## src/rtl/sd_dma_pkg.sv

```systemverilog
// Shared types and Wishbone constants for the SD block DMA engine.
package sd_dma_pkg;

  typedef enum logic [2:0] {
    S_IDLE,
    S_PREF,
    S_BURST,
    S_GAP,
    S_WBUF,
    S_FIN
  } state_e;

  localparam logic [2:0] CTI_CLASSIC = 3'b000;
  localparam logic [2:0] CTI_INCR    = 3'b010;
  localparam logic [2:0] CTI_EOB     = 3'b111;
  localparam logic [1:0] BTE_LINEAR  = 2'b00;

  // Ceiling log2 for parameter arithmetic; clog2(1) = 0.
  function automatic int clog2(input int v);
    int r;
    r = 0;
    while ((1 << r) < v) r++;
    return r;
  endfunction

endpackage

```

## src/rtl/sd_dma_timeout.sv

```systemverilog
// Ack timeout: counts strobe cycles and flags expiry on the TIMEOUT_CYC-th one.
module sd_dma_timeout
  import sd_dma_pkg::*;
#(
  parameter int TIMEOUT_CYC = 1024
) (
  input  logic clk_i,
  input  logic rst_ni,
  input  logic en_i,
  input  logic clr_i,
  output logic expire_o
);
  localparam int CW = (clog2(TIMEOUT_CYC + 1) < 1) ? 1 : clog2(TIMEOUT_CYC + 1);

  logic [CW-1:0] cnt_q, cnt_d;

  // Next count: clear wins over counting.
  always_comb begin
    cnt_d = cnt_q;
    if (clr_i)     cnt_d = '0;
    else if (en_i) cnt_d = cnt_q + 1'b1;
  end

  // Counter register.
  always_ff @(posedge clk_i or negedge rst_ni) begin
    if (!rst_ni) cnt_q <= '0;
    else         cnt_q <= cnt_d;
  end

  // Zero disables; otherwise expire in the cycle the count would reach TIMEOUT_CYC.
  assign expire_o = (TIMEOUT_CYC != 0) && en_i && (cnt_q == CW'(TIMEOUT_CYC - 1));

endmodule

```

## src/rtl/sd_wb_dma.sv

```systemverilog
// Wishbone burst DMA moving one SD block between the block buffer and system memory.
module sd_wb_dma
  import sd_dma_pkg::*;
#(
  parameter int BUF_AW      = 7,
  parameter int BURST_LEN   = 8,
  parameter int TIMEOUT_CYC = 1024
) (
  input  logic              clk_50,
  input  logic              reset_n,
  input  logic              xfer_go,
  input  logic              xfer_dir,
  input  logic [31:0]       xfer_addr,
  output logic              xfer_busy,
  output logic              xfer_done,
  output logic              xfer_err,
  output logic [BUF_AW-1:0] buf_rd_addr,
  input  logic [31:0]       buf_rd_q,
  output logic [BUF_AW-1:0] buf_wr_addr,
  output logic              buf_wr_en,
  output logic [31:0]       buf_wr_data,
  output logic [31:0]       wbm_adr_o,
  input  logic [31:0]       wbm_dat_i,
  output logic [31:0]       wbm_dat_o,
  output logic [3:0]        wbm_sel_o,
  output logic              wbm_cyc_o,
  output logic              wbm_stb_o,
  output logic              wbm_we_o,
  input  logic              wbm_ack_i,
  input  logic              wbm_err_i,
  output logic [2:0]        wbm_cti_o,
  output logic [1:0]        wbm_bte_o
);
  localparam logic [BUF_AW-1:0] BMASK = BUF_AW'(BURST_LEN - 1);

  state_e            state_q, state_d;
  logic [BUF_AW-1:0] idx_q, idx_d;
  logic              err_q, err_d;
  logic              dir_q;
  logic [31:0]       base_q;
  logic              wr_en_q;
  logic [BUF_AW-1:0] wr_addr_q;
  logic [31:0]       wr_data_q;

  logic in_burst, tmo, abort, beat_ok, last_in_burst, last_in_block;

  assign in_burst      = (state_q == S_BURST);
  // A timeout coinciding with an ack lets the beat complete; a bus error never does.
  assign abort         = in_burst && (wbm_err_i || (tmo && !wbm_ack_i));
  assign beat_ok       = in_burst && wbm_ack_i && !abort;
  assign last_in_burst = ((idx_q & BMASK) == BMASK);
  assign last_in_block = &idx_q;

  sd_dma_timeout #(.TIMEOUT_CYC(TIMEOUT_CYC)) u_tmo (
    .clk_i   (clk_50),
    .rst_ni  (reset_n),
    .en_i    (in_burst),
    .clr_i   (!in_burst || wbm_ack_i),
    .expire_o(tmo)
  );

  // Next state, word index and abort flag.
  always_comb begin
    state_d = state_q;
    idx_d   = idx_q;
    err_d   = err_q;
    case (state_q)
      S_IDLE: if (xfer_go) begin
        idx_d   = '0;
        err_d   = 1'b0;
        state_d = xfer_dir ? S_PREF : S_BURST;
      end
      S_PREF:  state_d = S_BURST;
      S_BURST: begin
        if (abort) begin
          err_d   = 1'b1;
          state_d = S_FIN;
        end else if (beat_ok) begin
          idx_d = idx_q + 1'b1;
          if (last_in_burst) begin
            if (!last_in_block) state_d = S_GAP;
            else                state_d = dir_q ? S_FIN : S_WBUF;
          end
        end
      end
      S_GAP:   state_d = S_BURST;
      S_WBUF:  state_d = S_FIN;
      S_FIN:   state_d = S_IDLE;
      default: state_d = S_IDLE;
    endcase
  end

  // State, index and abort flag registers.
  always_ff @(posedge clk_50 or negedge reset_n) begin
    if (!reset_n) begin
      state_q <= S_IDLE;
      idx_q   <= '0;
      err_q   <= 1'b0;
    end else begin
      state_q <= state_d;
      idx_q   <= idx_d;
      err_q   <= err_d;
    end
  end

  // Capture direction and word-aligned base on an accepted go.
  always_ff @(posedge clk_50 or negedge reset_n) begin
    if (!reset_n) begin
      dir_q  <= 1'b0;
      base_q <= '0;
    end else if (state_q == S_IDLE && xfer_go) begin
      dir_q  <= xfer_dir;
      base_q <= {xfer_addr[31:2], 2'b00};
    end
  end

  // Read path: each acked word lands in the buffer the following cycle.
  always_ff @(posedge clk_50 or negedge reset_n) begin
    if (!reset_n) begin
      wr_en_q   <= 1'b0;
      wr_addr_q <= '0;
      wr_data_q <= '0;
    end else begin
      wr_en_q <= beat_ok && !dir_q;
      if (beat_ok) begin
        wr_addr_q <= idx_q;
        wr_data_q <= wbm_dat_i;
      end
    end
  end

  // Look one word ahead on ack so registered buffer data is ready for the next beat.
  assign buf_rd_addr = beat_ok ? idx_q + 1'b1 : idx_q;
  assign buf_wr_en   = wr_en_q;
  assign buf_wr_addr = wr_addr_q;
  assign buf_wr_data = wr_data_q;

  assign wbm_cyc_o = in_burst;
  assign wbm_stb_o = in_burst;
  assign wbm_we_o  = in_burst && dir_q;
  assign wbm_adr_o = in_burst ? base_q + 32'({idx_q, 2'b00}) : 32'd0;
  assign wbm_dat_o = (in_burst && dir_q) ? buf_rd_q : 32'd0;
  assign wbm_sel_o = 4'hF;
  assign wbm_bte_o = BTE_LINEAR;
  assign wbm_cti_o = !in_burst        ? CTI_CLASSIC :
                     (BURST_LEN == 1) ? CTI_CLASSIC :
                     last_in_burst    ? CTI_EOB : CTI_INCR;

  assign xfer_busy = (state_q != S_IDLE) && (state_q != S_FIN);
  assign xfer_done = (state_q == S_FIN);
  assign xfer_err  = (state_q == S_FIN) && err_q;

endmodule

```

## config.mk

```make
export PLATFORM = sky130hd
export DESIGN_NAME = sd_wb_dma
export DESIGN_NICKNAME = d
export VERILOG_FILES = /design/src/rtl/sd_dma_pkg.sv /design/src/rtl/sd_dma_timeout.sv /design/src/rtl/sd_wb_dma.sv
export SDC_FILE = /design/constraint.sdc
export NUM_CORES = 1
export LEC_CHECK = 0
export BUFFER_PORTS_ARGS = -buffer_cell sky130_fd_sc_hd__buf_2
export CORE_MARGIN = 8
export CORE_UTILIZATION = 48
export DETAILED_ROUTE_END_ITERATION = 6
export HOLD_SLACK_MARGIN = 0.03
export PLACE_DENSITY = 0.79
export SLEW_MARGIN = 40
export SYNTH_ARGS = -nofsm -noshare
export SYNTH_HDL_FRONTEND = slang
export SYNTH_SLANG_ARGS = --single-unit
```

## constraint.sdc

```tcl
create_clock -name clk_50 -period 2.7 [get_ports clk_50]
set_input_delay 0.54 -clock clk_50 [delete_from_list [all_inputs] [get_ports clk_50]]
set_output_delay 0.54 -clock clk_50 [all_outputs]
set_load 0.005 [all_outputs]
```

==> impl_metrics.py <==
metrics = {
    "power_and_ir_drop": {
        "power_density_nw_per_um2": 861.1,
        "p_total_mw": 6.053,
        "power.leakage_nw": 3.771,
        "ir_drop_mv": 0.4733,
    },
    "synth": {
        "synth-edff-count": 0,
        "yosysTopAreaCellShare_pct": 45.54,
        "synthTopCellsByCount": "107 x nand2_1, 93 x dfrtp_1, 46 x nor2_1",
        "async_flop_share_pct": 100.0,
        "ys_seq_area_share_pct": 45.54,
        "yosysUniqueCellTypes": 53,
        "synth.area.top_cells": "dfrtp_1 46%, mux2_2 8.8%, nand2_1 7.9%, and3_1 5.3%, xor2_1 4.6%",
        "syn_inst": 530,
        "yosys_warnings": 0,
        "synth_area_um2": 5110,
        "syn_area_per_cell_um2": 9.641,
        "synth_most_common_cell": "nand2_1",
        "yosysTopAreaCell": "dfrtp_1",
        "synth_ff_type": "dfrtp_1",
        "synth_seq_cells": 93,
    },
    "detailed_routing": {
        "vias_per_cell": 5.406,
        "drc": 0,
        "vias": 4936,
        "dr.pass1.iters": 5,
        "drtIter0Drc": 304,
        "drt-total-wl_mm": 16.20,
        "avgRoutedWirePerCell_um": 17.74,
        "ant_nets": 0,
    },
    "hold_path": {
        "min_path_type": "in2async",
    },
    "cts": {
        "numCtsBuffers": 9,
        "path_clk_slew_ps": 90,
        "htreeDepth": 3,
        "cts.sinks": 93,
        "clockRootBuffer": "clkbuf_8",
        "max-clock-path-buffers": 2,
        "cts_tree": "yes",
        "cts_hold_buf": 0,
        "clock_latency_ps": 360,
    },
    "worst_setup_path": {
        "critPathKind": "reg2out",
        "crit_path_start_kind": "flop",
        "regToRegEndpoint": "state_q[0]",
        "cp_data_arrival_time_ps": 2420,
        "crit_fanout": 3,
        "required_ps": 2160,
        "worst_setup_path_end_kind": "output port",
        "reg2reg_depth": 8,
        "rrSetupSlack_ps": 630,
        "rr_startpoint": "idx_q[1]",
    },
    "placed_design": {
        "dp.final_hpwl_mm": 11.10,
        "finalWeightedCongestion": 0.8377,
        "dp_cells": 870,
        "place_ws_ps": -20.74,
        "placed_cell_area_um2": 6340,
        "portBuffers": 217,
    },
    "floorplanning": {
        "rows": 37,
        "die-area_um2": 14200,
        "pin_count": 228,
        "start_util_pct": 49.50,
        "coreArea_um2": 10320,
        "die_h_um": 119.2,
        "fp.dieW_um": 119.2,
    },
    "timing": {
        "worst_pin_slew_ps": 596.0,
        "period_needed_ps": 2956,
        "fmax_mhz": 338.3,
        "slew_viol_final": 0,
        "final_hold_viol_count": 0,
        "period_share_pct": 109.5,
        "skew_ps": 4.980,
        "setup-violations-final": 25,
        "worst_slack_ps": -256.3,
        "slew_headroom_pct": 60.27,
        "rsz0062_at_grt": "true",
        "hold_slack_ps": 174.6,
    },
    "run_status": {
        "status": "complete, but fails checks",
        "violations": "negative setup slack",
    },
    "final_layout": {
        "syn2layout_area_growth_pct": 37.56,
        "drive_gt1_share_pct": 48.32,
        "stdcell_area_um2": 7029,
        "nets": 885,
        "fin_cells": 913,
    },
    "global_routing": {
        "grt_pass1_wl_mm": 24.81,
        "grt_overflow": 0,
        "grt_pass1_vias": 5006,
        "antenna_found_initial": 1,
        "grt_usage_pct": 21.21,
        "grt_max_degree": 50,
    },
    "flow_run": {
        "maxCapViolations": 0,
    },
}
==> cell type report <==
| cell class | count | area, µm² |
|---|---|---|
| fillers | 778 | 3294 |
| flip-flops and latches | 93 | 2335 |
| diodes | 1 | 2.502 |
| multi-input cells | 399 | 2829 |
| clock inverters | 4 | 73.82 |
| well taps | 136 | 170.2 |
| repair buffers | 263 | 1465 |
| clock buffers | 11 | 131.4 |
| inverters | 6 | 22.52 |
==> cells by family (layout without fill, tap and decap cells) <==
logic type / count (synthesis) / in the layout / share of synthesized area, %
muxes: 46 / 46 / 10.09
buffers and inverters: 45 / 284 / 4.628
and+or+nand+nor: 250 / 250 / 23.75
xor gates and xnor gates: 39 / 39 / 6.685
DFF: 93 / 93 / 45.54
adders and majority gates: 11 / 11 / 2.840
other: 2 / 9 / 0.1470
AOI/OAI and AO/OA: 44 / 45 / 6.318
==> power by group <==
group          switching (mW)  internal [mW]
combinational            1.36           1.29
sequential              0.503           1.91
clock                   0.474          0.518
total                    2.34           3.72
==> worst max path at each step <==
stage / endpoint / slack, ps / startpoint / cells past startpoint
after floorplan: wbm_adr_o[10] / 170 / idx_q[0] / 7
final: wbm_adr_o[10] / -260 / base_q[2] / 9
after global placement: wbm_adr_o[10] / 7 / idx_q[0] / 8
after CTS: wbm_adr_o[26] / -190 / base_q[2] / 9
after detailed placement: wbm_adr_o[28] / -20 / idx_q[0] / 8
after global routing: wbm_adr_o[10] / -360 / base_q[2] / 9
==> per-stage QoR <==
stage | utilization, % | TNS, ps
floorplan | - | 0
global placement | 61.41 | 0
detailed placement | 61.41 | -54.28
CTS | 66.60 | -1877
global route | 68.09 | -6561
finish | 68.09 | -4194
==> sequential cells by signal (all words and copies together), names as in the netlist <==
| register | count |
|---|---|
| base_q | 30 |
| buf_wr_addr | 7 |
| buf_wr_data | 32 |
| buf_wr_en | 1 |
| dir_q | 1 |
| err_q | 1 |
| idx_q | 7 |
| state_q | 3 |
| u_tmo.cnt_q | 11 |
==> per-layer routing <==
metal | global-route usage (%) | vias up | routed length, µm | share of wire, %
met5 | 0 | - | 0 | 0
met4 | 8.775 | 0 | 518 | 3.2
met3 | 7.605 | 55 | 1595 | 9.8
met2 | 37.62 | 267 | 8080 | 50
met1 | 22.38 | 2355 | 5999 | 37
li1 | - | 2259 | - | -
==> cells in the final DEF (no fill, tap or decap), drive strengths merged, types with 2 or more instances in the layout <==
master	n
buf	263
nand2	108
dfrtp	93
nor2	46
and3	44
mux2	41
xor2	27
nand3	21
a21oi	13
xnor2	12
nand4	11
clkbuf	11
o21ai	10
ha	10
conb	8
and2	6
inv	6
mux2i	5
o211ai	5
or3	4
nand2b	4
a211oi	4
a21o	2
a31o	2
bufinv	2
clkinv	2
==> worst max-delay path, cell delays in order (launching register included) <==
cell,delay [ps]
dfrtp_1,400
ha_2,200
fa_2,370
a211oi_4,240
buf_6,170
o21ai_4,70
a31oi_2,220
xor2_1,180
nor2_1,60
buf_2,140
==> what timing repair did <==
item	CTS	global route
pin swaps	33	24
setup buffers	16	12
resized for setup	37	19
setup endpoints to repair	25	28
gates cloned	1	0
Power figures use the tool's default switching activity.
